==> src/rtl/note_sequencer.sv <==
// ============================================================================
// Module   : note_sequencer
// Purpose  : Reads {duration, period} notes from song memory and drives a PWM
//            tone generator, with a silent gap after each note.
//            Define NOTE_SEQ_LOOP_EN to replay the song instead of stopping
//            at the end marker or address wrap.
// Revision : 1.0 - initial release
// ============================================================================
`default_nettype none

module note_sequencer #(
    parameter int CLK_FREQ     = 50000000,
    parameter int ADDR_WIDTH   = 12,
    parameter int PERIOD_WIDTH = 20,
    parameter int DUR_WIDTH    = 12,
    parameter int GAP_MS       = 10
) (
    input  logic                              clk,
    input  logic                              reset,
    input  logic                              start,
    input  logic                              stop,
    output logic [ADDR_WIDTH-1:0]             mem_addr,
    output logic                              mem_rd,
    input  logic [DUR_WIDTH+PERIOD_WIDTH-1:0] mem_data,
    output logic [PERIOD_WIDTH-1:0]           tone_period,
    output logic                              tone_en,
    output logic                              busy,
    output logic                              done
);

    localparam int C_TICK  = CLK_FREQ / 1000;
    localparam int C_PRE_W = (C_TICK > 1) ? $clog2(C_TICK) : 1;
    localparam int C_GAP_W = (GAP_MS > 0) ? $clog2(GAP_MS + 1) : 1;
    localparam int C_CNT_W = (DUR_WIDTH > C_GAP_W) ? DUR_WIDTH : C_GAP_W;

    localparam logic [C_PRE_W-1:0]    C_PRE_LAST = C_PRE_W'(C_TICK - 1);
    localparam logic [C_PRE_W-1:0]    C_PRE_ONE  = C_PRE_W'(1);
    localparam logic [C_CNT_W-1:0]    C_CNT_ONE  = C_CNT_W'(1);
    localparam logic [C_CNT_W-1:0]    C_GAP_LOAD = C_CNT_W'(GAP_MS);
    localparam logic [ADDR_WIDTH-1:0] C_ADDR_ONE = ADDR_WIDTH'(1);

    typedef enum logic [2:0] {
        S_IDLE  = 3'd0,
        S_FETCH = 3'd1,
        S_LATCH = 3'd2,
        S_PLAY  = 3'd3,
        S_GAP   = 3'd4
    } state_t;

    state_t                  state_q, state_d;
    logic [ADDR_WIDTH-1:0]   mem_addr_q, mem_addr_d;
    logic                    mem_rd_q, mem_rd_d;
    logic [PERIOD_WIDTH-1:0] tone_period_q, tone_period_d;
    logic                    tone_en_q, tone_en_d;
    logic                    busy_q, busy_d;
    logic                    done_q, done_d;
    logic [C_PRE_W-1:0]      presc_q, presc_d;
    logic [C_CNT_W-1:0]      ms_cnt_q, ms_cnt_d;

    logic [DUR_WIDTH-1:0]    w_note_dur;
    logic [PERIOD_WIDTH-1:0] w_note_per;
    logic                    w_ms_tick;
    logic                    w_last_ms;
    logic                    w_next_note;
    logic                    w_end_song;

    assign w_note_dur = mem_data[DUR_WIDTH+PERIOD_WIDTH-1:PERIOD_WIDTH];
    assign w_note_per = mem_data[PERIOD_WIDTH-1:0];
    assign w_ms_tick  = (presc_q == C_PRE_LAST);
    assign w_last_ms  = (ms_cnt_q == C_CNT_ONE);

    always_comb begin
        state_d       = state_q;
        mem_addr_d    = mem_addr_q;
        mem_rd_d      = 1'b0;
        tone_period_d = tone_period_q;
        tone_en_d     = tone_en_q;
        busy_d        = busy_q;
        done_d        = 1'b0;
        presc_d       = presc_q;
        ms_cnt_d      = ms_cnt_q;
        w_next_note   = 1'b0;
        w_end_song    = 1'b0;

        // Abort wins over everything else; the last period is left on the bus.
        if (stop && (state_q != S_IDLE)) begin
            state_d    = S_IDLE;
            mem_addr_d = '0;
            tone_en_d  = 1'b0;
            busy_d     = 1'b0;
            presc_d    = '0;
            ms_cnt_d   = '0;
        end else begin
            unique case (state_q)
                S_IDLE: begin
                    if (start && !stop) begin
                        state_d    = S_FETCH;
                        mem_addr_d = '0;
                        mem_rd_d   = 1'b1;
                        busy_d     = 1'b1;
                    end
                end
                S_FETCH: begin
                    state_d = S_LATCH;
                end
                S_LATCH: begin
                    if (w_note_dur == '0) begin
                        w_end_song = 1'b1;
                    end else begin
                        tone_period_d = w_note_per;
                        tone_en_d     = (w_note_per != '0);
                        ms_cnt_d      = C_CNT_W'(w_note_dur);
                        presc_d       = '0;
                        state_d       = S_PLAY;
                    end
                end
                S_PLAY, S_GAP: begin
                    presc_d = w_ms_tick ? '0 : (presc_q + C_PRE_ONE);
                    if (w_ms_tick) begin
                        if (w_last_ms) begin
                            tone_en_d = 1'b0;
                            if ((state_q == S_PLAY) && (GAP_MS > 0)) begin
                                state_d  = S_GAP;
                                ms_cnt_d = C_GAP_LOAD;
                            end else begin
                                w_next_note = 1'b1;
                            end
                        end else begin
                            ms_cnt_d = ms_cnt_q - C_CNT_ONE;
                        end
                    end
                end
                default: begin
                    state_d = S_IDLE;
                end
            endcase

            // The last address doubles as an implicit end marker.
            if (w_next_note) begin
                ms_cnt_d = '0;
                presc_d  = '0;
                if (mem_addr_q == {ADDR_WIDTH{1'b1}}) begin
                    w_end_song = 1'b1;
                end else begin
                    mem_addr_d = mem_addr_q + C_ADDR_ONE;
                    mem_rd_d   = 1'b1;
                    state_d    = S_FETCH;
                end
            end

            if (w_end_song) begin
                done_d     = 1'b1;
                tone_en_d  = 1'b0;
                mem_addr_d = '0;
                ms_cnt_d   = '0;
                presc_d    = '0;
`ifdef NOTE_SEQ_LOOP_EN
                mem_rd_d   = 1'b1;
                state_d    = S_FETCH;
`else
                busy_d     = 1'b0;
                state_d    = S_IDLE;
`endif
            end
        end
    end

    always_ff @(posedge clk) begin
        if (reset) begin
            state_q       <= S_IDLE;
            mem_addr_q    <= '0;
            mem_rd_q      <= 1'b0;
            tone_period_q <= '0;
            tone_en_q     <= 1'b0;
            busy_q        <= 1'b0;
            done_q        <= 1'b0;
            presc_q       <= '0;
            ms_cnt_q      <= '0;
        end else begin
            state_q       <= state_d;
            mem_addr_q    <= mem_addr_d;
            mem_rd_q      <= mem_rd_d;
            tone_period_q <= tone_period_d;
            tone_en_q     <= tone_en_d;
            busy_q        <= busy_d;
            done_q        <= done_d;
            presc_q       <= presc_d;
            ms_cnt_q      <= ms_cnt_d;
        end
    end

    assign mem_addr    = mem_addr_q;
    assign mem_rd      = mem_rd_q;
    assign tone_period = tone_period_q;
    assign tone_en     = tone_en_q;
    assign busy        = busy_q;
    assign done        = done_q;

endmodule

`default_nettype wire

==> config.mk <==
export PLATFORM = sky130hd
export DESIGN_NAME = note_sequencer
export DESIGN_NICKNAME = d
export VERILOG_FILES = /design/src/rtl/note_sequencer.sv
export SDC_FILE = /design/constraint.sdc
export NUM_CORES = 1
export LEC_CHECK = 0
export ABC_AREA = 1
export CAP_MARGIN = 20
export CORE_MARGIN = 1
export CORE_UTILIZATION = 53
export CTS_CLUSTER_DIAMETER = 50
export CTS_CLUSTER_SIZE = 12
export DETAILED_ROUTE_END_ITERATION = 8
export PLACE_DENSITY = 0.81
export SLEW_MARGIN = 15
export SYNTH_ARGS = -nofsm -noshare
export SYNTH_HDL_FRONTEND = slang
export SYNTH_SLANG_ARGS = --single-unit
export TNS_END_PERCENT = 50
==> constraint.sdc <==
create_clock -name clk -period 2.1 [get_ports clk]
set_input_delay 0.63 -clock clk [delete_from_list [all_inputs] [get_ports clk]]
set_output_delay 0.63 -clock clk [all_outputs]
set_load 0.005 [all_outputs]
* After elaboration in Yosys (flattened, before gate mapping)
Cells that the tools add are included.
Word-level totals: bits of input ports 36, register bits after elaboration 67, ROM bits 0, memories kept 0, logic and storage cells 81, bits in latches 0, memory bits (writable) 0
Operators by class: div/mod/pow operators 0, order comparisons 0, muxes and demuxes 39, reductions and logical operators 17, shift operators 0, $add $sub $neg 3, bitwise operators 2, $mul 0, eq/ne operators 11
Operators by type and width (count):
- 2-to-1 mux 12 bit | 8
- 2-to-1 mux 16 bit | 2
- case mux 16 bit (2 select lines) | 1
- case mux 12 bit (2 select lines) | 1
- 2-to-1 mux 3 bit | 7
- nonzero test 20 bit | 1
- 2-to-1 mux 1 bit | 18
- adder 16 x 1 -> 16 bit (second input constant) | 1
- equality test 16 bit (second input constant) | 1
- adder 12 x 1 -> 12 bit (second input constant) | 1
- equality test 12 x 1 -> 1 bit (second input constant) | 1
- equality test 12 bit (second input constant) | 1
- logical NOT 12 bit | 1
- case mux 3 bit (4 select lines) | 1
- subtractor 12 x 1 -> 12 bit (second input constant) | 1
- AND reduction 4 bit | 2
- equality test 3 x 2 -> 1 bit (second input constant) | 2
- inequality test 2 bit (second input constant) | 3
- AND reduction 2 bit | 2
- OR reduction 2 bit | 2
- OR reduction 4 bit | 1
- equality test 3 x 1 -> 1 bit (second input constant) | 1
- equality test 3 bit (second input constant) | 1
- logical NOT 3 bit | 1
- 9 further kinds | 11

* Depth between registers and ports, before layout
Gate-level depths: netlist of the first run.
word-level depth 9, gate-level depth with buffers 12, mapped depth without buffers 12

* Worst setup path before layout of the first run
No wires, ideal clock.
path type input-to-reg, start point in mem_data[24], end point reg presc_q[10], path slack 0.311 ns, buffers on the path 1, setup time 0.070 ns, stages 8, required time 2.030 ns, arrival 1.719 ns, cell sequence inv_1 > nand2_1 > nor3_1 > nand3_2 > nand2_1 > buf_2 > nand2_1 > a21oi_1
On the way: cells in the longest elaborated chain, start to end 7, elaborated cells on any way between the ends 9
RTL lines:
- start: declaration | line 24 | input logic [DUR_WIDTH+PERIOD_WIDTH-1:0] mem_data,
- logical NOT 12 bit (*) | line 107 | if (w_note_dur == '0) begin
- 2-to-1 mux 1 bit | line 107
- 2-to-1 mux 1 bit | line 94 | unique case (state_q)
- 2-to-1 mux 1 bit | line 142 | if (mem_addr_q == {ADDR_WIDTH{1'b1}}) begin
- 2-to-1 mux 1 bit | line 139 | if (w_next_note) begin
- 2-to-1 mux 1 bit | line 86 | if (stop && (state_q != S_IDLE)) begin
- OR reduction 4 bit (no line)
- end signal: assignment | line 187 | presc_q <= presc_d;
- end: declaration | line 57 | logic [C_PRE_W-1:0] presc_q, presc_d;
Mark *: on every way between the ends. The rest lies on a longest branch, timed or not. The select of a mux whose other input is x is not followed. A chain may end at the register's enable or synchronous reset.

* Worst setup path in the final report of the first run
start point reg mem_addr_q[5] (netlist: mem_addr[5]), end point out mem_addr[5]
RTL lines:
- start: declaration | line 51 | logic [ADDR_WIDTH-1:0] mem_addr_q, mem_addr_d;
- start signal: assignment | line 181 | mem_addr_q <= mem_addr_d;
- end: declaration | line 22 | output logic [ADDR_WIDTH-1:0] mem_addr,
No word-level cell between the ends.

==> flow_summary.ini, run 1 <==
[floorplanning]
die_height_um = 87.3
die-area_sq_um = 7630
start_util_pct = 55.9
io_pins = 72
rows = 30
die_x_um = 87.3
core_sq_um = 6910

[critical_path]
r2r_slack_ns = 0.24
cp_cell_sequence = clkdlybuf4s50_1
required_ns = 1.47
slowest_stage = clkdlybuf4s50_1
cp_num_buf_inv = 1
cp-end-kind = primary output
cp_max_fo = 6
critPathLaunchType = flip-flop
cpPeakStageDelay_ns = 0.54
worstSetupPathType = flip-flop to primary output
cp_top_family = buffers and inverters
worstPathArrival_ns = 1.33

[timing]
worst_clock_skew_ns = 0.0105
min_period_ns = 1.96
finalCritPeriodShare_pct = 93.3
finalWorstSetupSlack_ns = 0.142
slew_viol_final = 0
tightest_slew_ns = 0.494
rsz0062_at_grt = false
slew_headroom_pct = 67.0
finalSetupViolations = 0
fmax_mhz = 511
hold_viol = 0

[grt]
grt_pass1_vias = 4066
grt-ovfl-total = 0
grt_util_all_layers_pct = 28.8
grt_pass1_wl_mm = 17.5
grt_max_degree = 22
antenna_found_initial = 0

[power]
ir_drop_v = 0.000466
power_density_nw_per_um2 = 595
leakage_nw = 2.01

[detailed_routing]
drc_errors = 0
drt-initial-drc-count = 219
wl_per_cell_um = 13.2
via_per_inst = 5.37
ant_nets = 0
drtPass1Iterations = 5
dr_total_vias = 4289
routed_wl_mm = 10.6

[layout]
insertedDiodeCount = 0
area_growth_pct = 32.3
final.fill_count = 585
regArea_sq_um = 1340
nets = 738
multiInputGateArea_sq_um = 2230
drive_gt1_share_pct = 9.96
finalNonFillerCells = 799

[clock_network]
clk_pin_slew_ns = 0.07
clock_sinks = 67
post_cts_buffers = 0
post_cts_resized = 0
cts_tree = yes
cts-root-buf = clkbuf_8
cts_buffers = 9
cts_hold_buf = 0
htree_levels = 3
clockBufferDepth = 2
insertion_delay_ns = 0.35

[yosys]
yosysWarnings = 0
ys_types = 33
syn_inst = 604
synth_nets = 644
yosys.area_share.simple_pct = 42.6
synth_top_family_by_area = simple AND/OR/NAND/NOR gates
ys_ff_latch = 67
avgSynthCellArea_sq_um = 6.39
synthTopCellsByArea = dfxtp_1 (35%), nand2_1 (18%), nand3_1 (8.7%), a21oi_1 (7.9%), nor2_1 (7.9%)
synth_xor_area_share_pct = 2.27
yosysTopAreaCellShare_pct = 34.8
seq_area_frac_synth_pct = 34.8
synthMuxAreaShare_pct = 0
yosys.area_share.adder_pct = 1.30
synth_compound_area_share_pct = 11.5
synth_top_area_cell = dfxtp_1
syn_area_sq_um = 3860

[place]
io_buffers = 71
dp_hpwl_mm = 7.66
pre_cts_ws_ns = -0.287
gp_congestion = 0.844
dp_cells = 783

[worst_hold_path]
holdCritPathClass = flip-flop to flip-flop

[job]
maxCapViolations = 0

[run_status]
outcome = finished clean
## placed cells by master, fill, tap and decap left out, drive strengths merged
| master | count |
|---|---|
| xnor2 | 1 |
| clkdlybuf4s50 | 71 |
| nor3 | 5 |
| nor2 | 84 |
| clkbuf | 11 |
| nand3 | 70 |
| bufinv | 1 |
| nor4 | 1 |
| xor2 | 9 |
| nand4 | 18 |
| clkinv | 4 |
| a21boi | 1 |
| nand3b | 3 |
| ha | 4 |
| nor3b | 1 |
| or2 | 3 |
| buf | 31 |
| nand2 | 187 |
| o21bai | 2 |
| o21ai | 12 |
| dfxtp | 67 |
| inv | 49 |
| o22ai | 2 |
| a21oi | 66 |
## synth_stat cells (all sizes together)
library cell	n
a21boi	1
a21oi	66
buf	11
clkbuf	8
dfxtp	67
ha	4
inv	49
nand2	187
nand3	70
nand3b	3
nand4	18
nor2	84
nor3	5
nor3b	1
nor4	1
o21ai	12
o21bai	2
o22ai	2
or2	3
xnor2	1
xor2	9
## per-layer routing
| metal | GRT usage [%] | routed length (um) | up-vias |
|---|---|---|---|
| met3 | 6.92 | 587 | 20 |
| met2 | 50.9 | 5360 | 126 |
| li1 | - | - | 2155 |
| met4 | 11.2 | 172 | 0 |
| met1 | 33.5 | 4430 | 1988 |
| met5 | 0 | 0 | - |
## registers in the layout (all words and copies together), names as in the netlist
signal       cells
tone_period     20
presc_q         16
mem_addr        12
ms_cnt_q        12
state_q          3
busy             1
done             1
mem_rd           1
tone_en          1
## stage by stage
step                      TNS [ns]  utilization (%)  hold WS [ns]  cell area [sq um]  total power [mW]
after CTS                        0             73.8         0.464               5100              3.06
after global placement       -7.62             71.2         0.445               4910              2.01
after global routing             0             73.9         0.477               5100              3.18
after floorplan                  0                -         0.453               3860              1.73
final                            0             73.9         0.462               5100              3.04
after detailed placement    -17.85             71.2         0.454               4910              2.02
## final timing paths
path                                      from             end  cells past startpoint
worst min register to register  tone_period[9]  tone_period[9]                      2
worst min-delay path            tone_period[9]  tone_period[9]                      2
worst max-delay path               mem_addr[5]     mem_addr[5]                      1
worst max register to register     mem_addr[0]    mem_addr[11]                      9
## kinds of logic after synthesis
family                   count (synthesis)
AND/OR/NAND/NOR                        372
AO/OA/AOI/OAI                           83
buffers and inverters                   68
flip-flops                              67
XOR/XNOR                                10
adder cells (fa/ha/maj)                  4
## area by class of cell
| type | count | share of cell area [%] |
|---|---|---|
| Multi-Input combinational cell | 469 | 43.7 |
| Sequential cell | 67 | 26.3 |
| Timing Repair Buffer | 102 | 20.4 |
| Inverter | 49 | 3.60 |
| Clock buffer | 11 | 2.57 |
| Tap cell | 96 | 2.35 |
| Clock inverter | 5 | 1.05 |
## power breakdown
group | leakage [nW] | total, mW | switching, mW | internal [mW]
clock | 0.0971 | 1.03 | 0.488 | 0.545
sequential | 0.542 | 1.35 | 0.0343 | 1.32
combinational | 1.37 | 0.655 | 0.353 | 0.302
total | 2.01 | 3.04 | 0.875 | 2.16
No activity file was read; power rests on OpenSTA's default activity.
==> inputs of run 2 (changes only) <==
Settings changed: ABC_AREA 1 to 0, CORE_MARGIN 1 to not set, CORE_UTILIZATION 53 to 51, PLACE_DENSITY 0.81 to 0.8.
==> flow_summary.ini, run 2 <==
[yosys]
synth_xor_area_share_pct = 0.256
ys_top_cells_by_count = dfxtp_1 (67), nor2_1 (40), a21oi_1 (32)
yosysTopAreaCellShare_pct = 39.1
yosys.area_share.simple_pct = 28.9
synth_top_area_cell = dfxtp_1
synth_edf_count = 0
ys_ff_latch = 67
synth_nets = 447
synth_compound_area_share_pct = 21.4
ys_types = 56
avgSynthCellArea_sq_um = 8.42
synth_top_family_by_area = simple AND/OR/NAND/NOR gates
syn_area_sq_um = 3430
yosysWarnings = 0
seq_area_frac_synth_pct = 39.1
synthMuxAreaShare_pct = 5.84
synth.most_common_cell = dfxtp_1
async_flop_share_pct = 0
synthTopCellsByArea = dfxtp_1 (39%), mux2i_1 (5.8%), a21oi_1 (4.7%), nor2_1 (4.4%), nand3_1 (3.5%)
syn_inst = 407
synthFlopType = dfxtp_1
yosys.area_share.adder_pct = 1.46

[detailed_routing]
routed_wl_mm = 12.9
wl_per_cell_um = 20.3
via_per_inst = 6.65
ant_nets = 0
dr_total_vias = 4238
drc_errors = 0
drtPass1Iterations = 5
drt-initial-drc-count = 542

[timing]
slew_headroom_pct = 55.3
finalCritPeriodShare_pct = 105
slew_viol_final = 0
tightest_slew_ns = 0.665
finalWorstSetupSlack_ns = -0.109
rsz0062_at_grt = true
min_period_ns = 2.21
finalSetupViolations = 22
worst_clock_skew_ns = 0.0132
fin_setup_tns_ns = -1.21
hold_viol = 0
fmax_mhz = 453

[place]
dp_cells = 609
io_buffers = 71
pre_cts_ws_ns = -0.519
dp_hpwl_mm = 7.05
gp_congestion = 0.863
placement.cell_area_sq_um = 4780

[worst_hold_path]
holdCritPathClass = flip-flop to flip-flop

[clock_network]
cts_buffers = 9
insertion_delay_ns = 0.36
clk_pin_slew_ns = 0.08
cts_hold_buf = 0
cts-root-buf = clkbuf_8
htree_levels = 3
cts_tree = yes
clock_sinks = 67
clockBufferDepth = 2

[critical_path]
worstSetupPathType = flip-flop to flip-flop
cp_max_fo = 8
required_ns = 2.39
critPathLaunchType = flip-flop
worstPathArrival_ns = 2.50
cp-end-kind = flip-flop

[power]
comb_power_share_pct = 21.5
power_density_nw_per_um2 = 542
design_power_total_mw = 2.92
leakage_nw = 1.98
p_int_mw = 2.06
seq_power_share_pct = 45.8
p_clk_share_pct = 32.7
p_switching_mw = 0.859
p_sw_share_pct = 29.4
ir_drop_v = 0.000432

[run_status]
violations = setup timing
outcome = finished with violations

[layout]
insertedDiodeCount = 0
final_cell_area_sq_um = 5380
largest_reg_flops = 20
final.fill_count = 334
layout_commonest_cell = buf_4
drive_gt1_share_pct = 28.4
nets = 596
finalNonFillerCells = 637
mostFrequentLayoutCells = buf_4 (72), clkdlybuf4s50_1 (66), dfxtp_1 (63), nor2_1 (37), a21oi_1 (27)
area_growth_pct = 57.0

[grt]
grt_pass1_vias = 3689
grt_max_degree = 21
grt_pass1_wl_mm = 17.0
antenna_found_initial = 0
grt-ovfl-total = 0
grt_util_all_layers_pct = 29.7

[floorplanning]
start_util_pct = 53.4
core_sq_um = 6420
die_x_um = 84.0
io_pins = 72
die-area_sq_um = 7050
rows = 29
die_height_um = 84.0

[job]
maxCapViolations = 0
## run 2: changes by cell type after synthesis, sizes merged, moves of 9 or more
| cell | previous run | this run |
|---|---|---|
| a32o | 0 | 9 |
| o21ai | 12 | 21 |
| nor4 | 1 | 13 |
| inv | 49 | 5 |
| nand2 | 187 | 28 |
| mux2i | 0 | 20 |
| or3 | 0 | 14 |
| clkbuf | 8 | 17 |
| nor2 | 84 | 40 |
| nand3 | 70 | 24 |
| a211oi | 0 | 9 |
| a21oi | 66 | 32 |
| nand4 | 18 | 5 |
| nor3 | 5 | 16 |
## run 2: metal layers
metal	track usage, %	wire, um
met1	36.7	5020
met2	51.9	6250
met3	4.65	1110
met4	11.3	536
met5	0	0
## run 2: worst paths after layout
check / from / endpoint / slack (ns) / depth (start not counted)
max: state_q[2] / ms_cnt_q[10] / -0.11 / 7
min: busy / busy / 0.49 / 2
max reg2reg: state_q[2] / ms_cnt_q[10] / -0.11 / 7
min reg2reg: busy / busy / 0.49 / 2
## run 2: per-stage QoR
step,hold slack [ns],utilization (%)
finish,0.492,83.8
global route,0.519,83.8
CTS,0.491,79.5
detailed placement,0.470,74.4
global placement,0.455,74.4
floorplan,0.442,-
## run 2: timing repair
item | 4_1_cts | 5_1_grt
endpoints found under the setup margin | 34 | 66
setup buffers | 8 | 3
resized for setup | 24 | 54
pin swaps | 14 | 18
cloned | 0 | 3
## run 2: area by class of cell
| class | count | area [sq um] | share of cell area (%) |
|---|---|---|---|
| Multi-Input combinational cell | 315 | 2300 | 42.8 |
| Timing Repair Buffer | 158 | 1450 | 27.0 |
| Sequential cell | 67 | 1350 | 25.0 |
| Clock buffer | 13 | 149 | 2.77 |
| Tap cell | 77 | 96.3 | 1.79 |
| Inverter | 5 | 18.8 | 0.349 |
| Clock inverter | 2 | 12.5 | 0.233 |
## run 2: worst max-delay path, cell delays in order, from the launching register on
cell and delay (ns):
dfxtp_1 0.48, nor3b_1 0.26, buf_4 0.22, or2_2 0.27, o21ai_2 0.10, buf_4 0.16
o41ai_1 0.46, a32o_1 0.19
## run 2: power groups by stage
stage | Clock, mW | Combinational, mW | Sequential [mW]
2_1_floorplan | 0 | 0.260 | 1.36
3_3_place_gp | 0 | 0.499 | 1.36
3_5_place_dp | 0 | 0.515 | 1.36
4_1_cts | 0.934 | 0.548 | 1.33
5_1_grt | 1.01 | 0.655 | 1.34
6_report | 0.953 | 0.628 | 1.34
## run 2: logic make-up after synthesis
logic type | Yosys count
XOR/XNOR | 1
buffers and inverters | 26
multiplexers | 20
AND/OR/NAND/NOR | 182
flip-flops | 67
adder cells (fa/ha/maj) | 4
AO/OA/AOI/OAI | 107
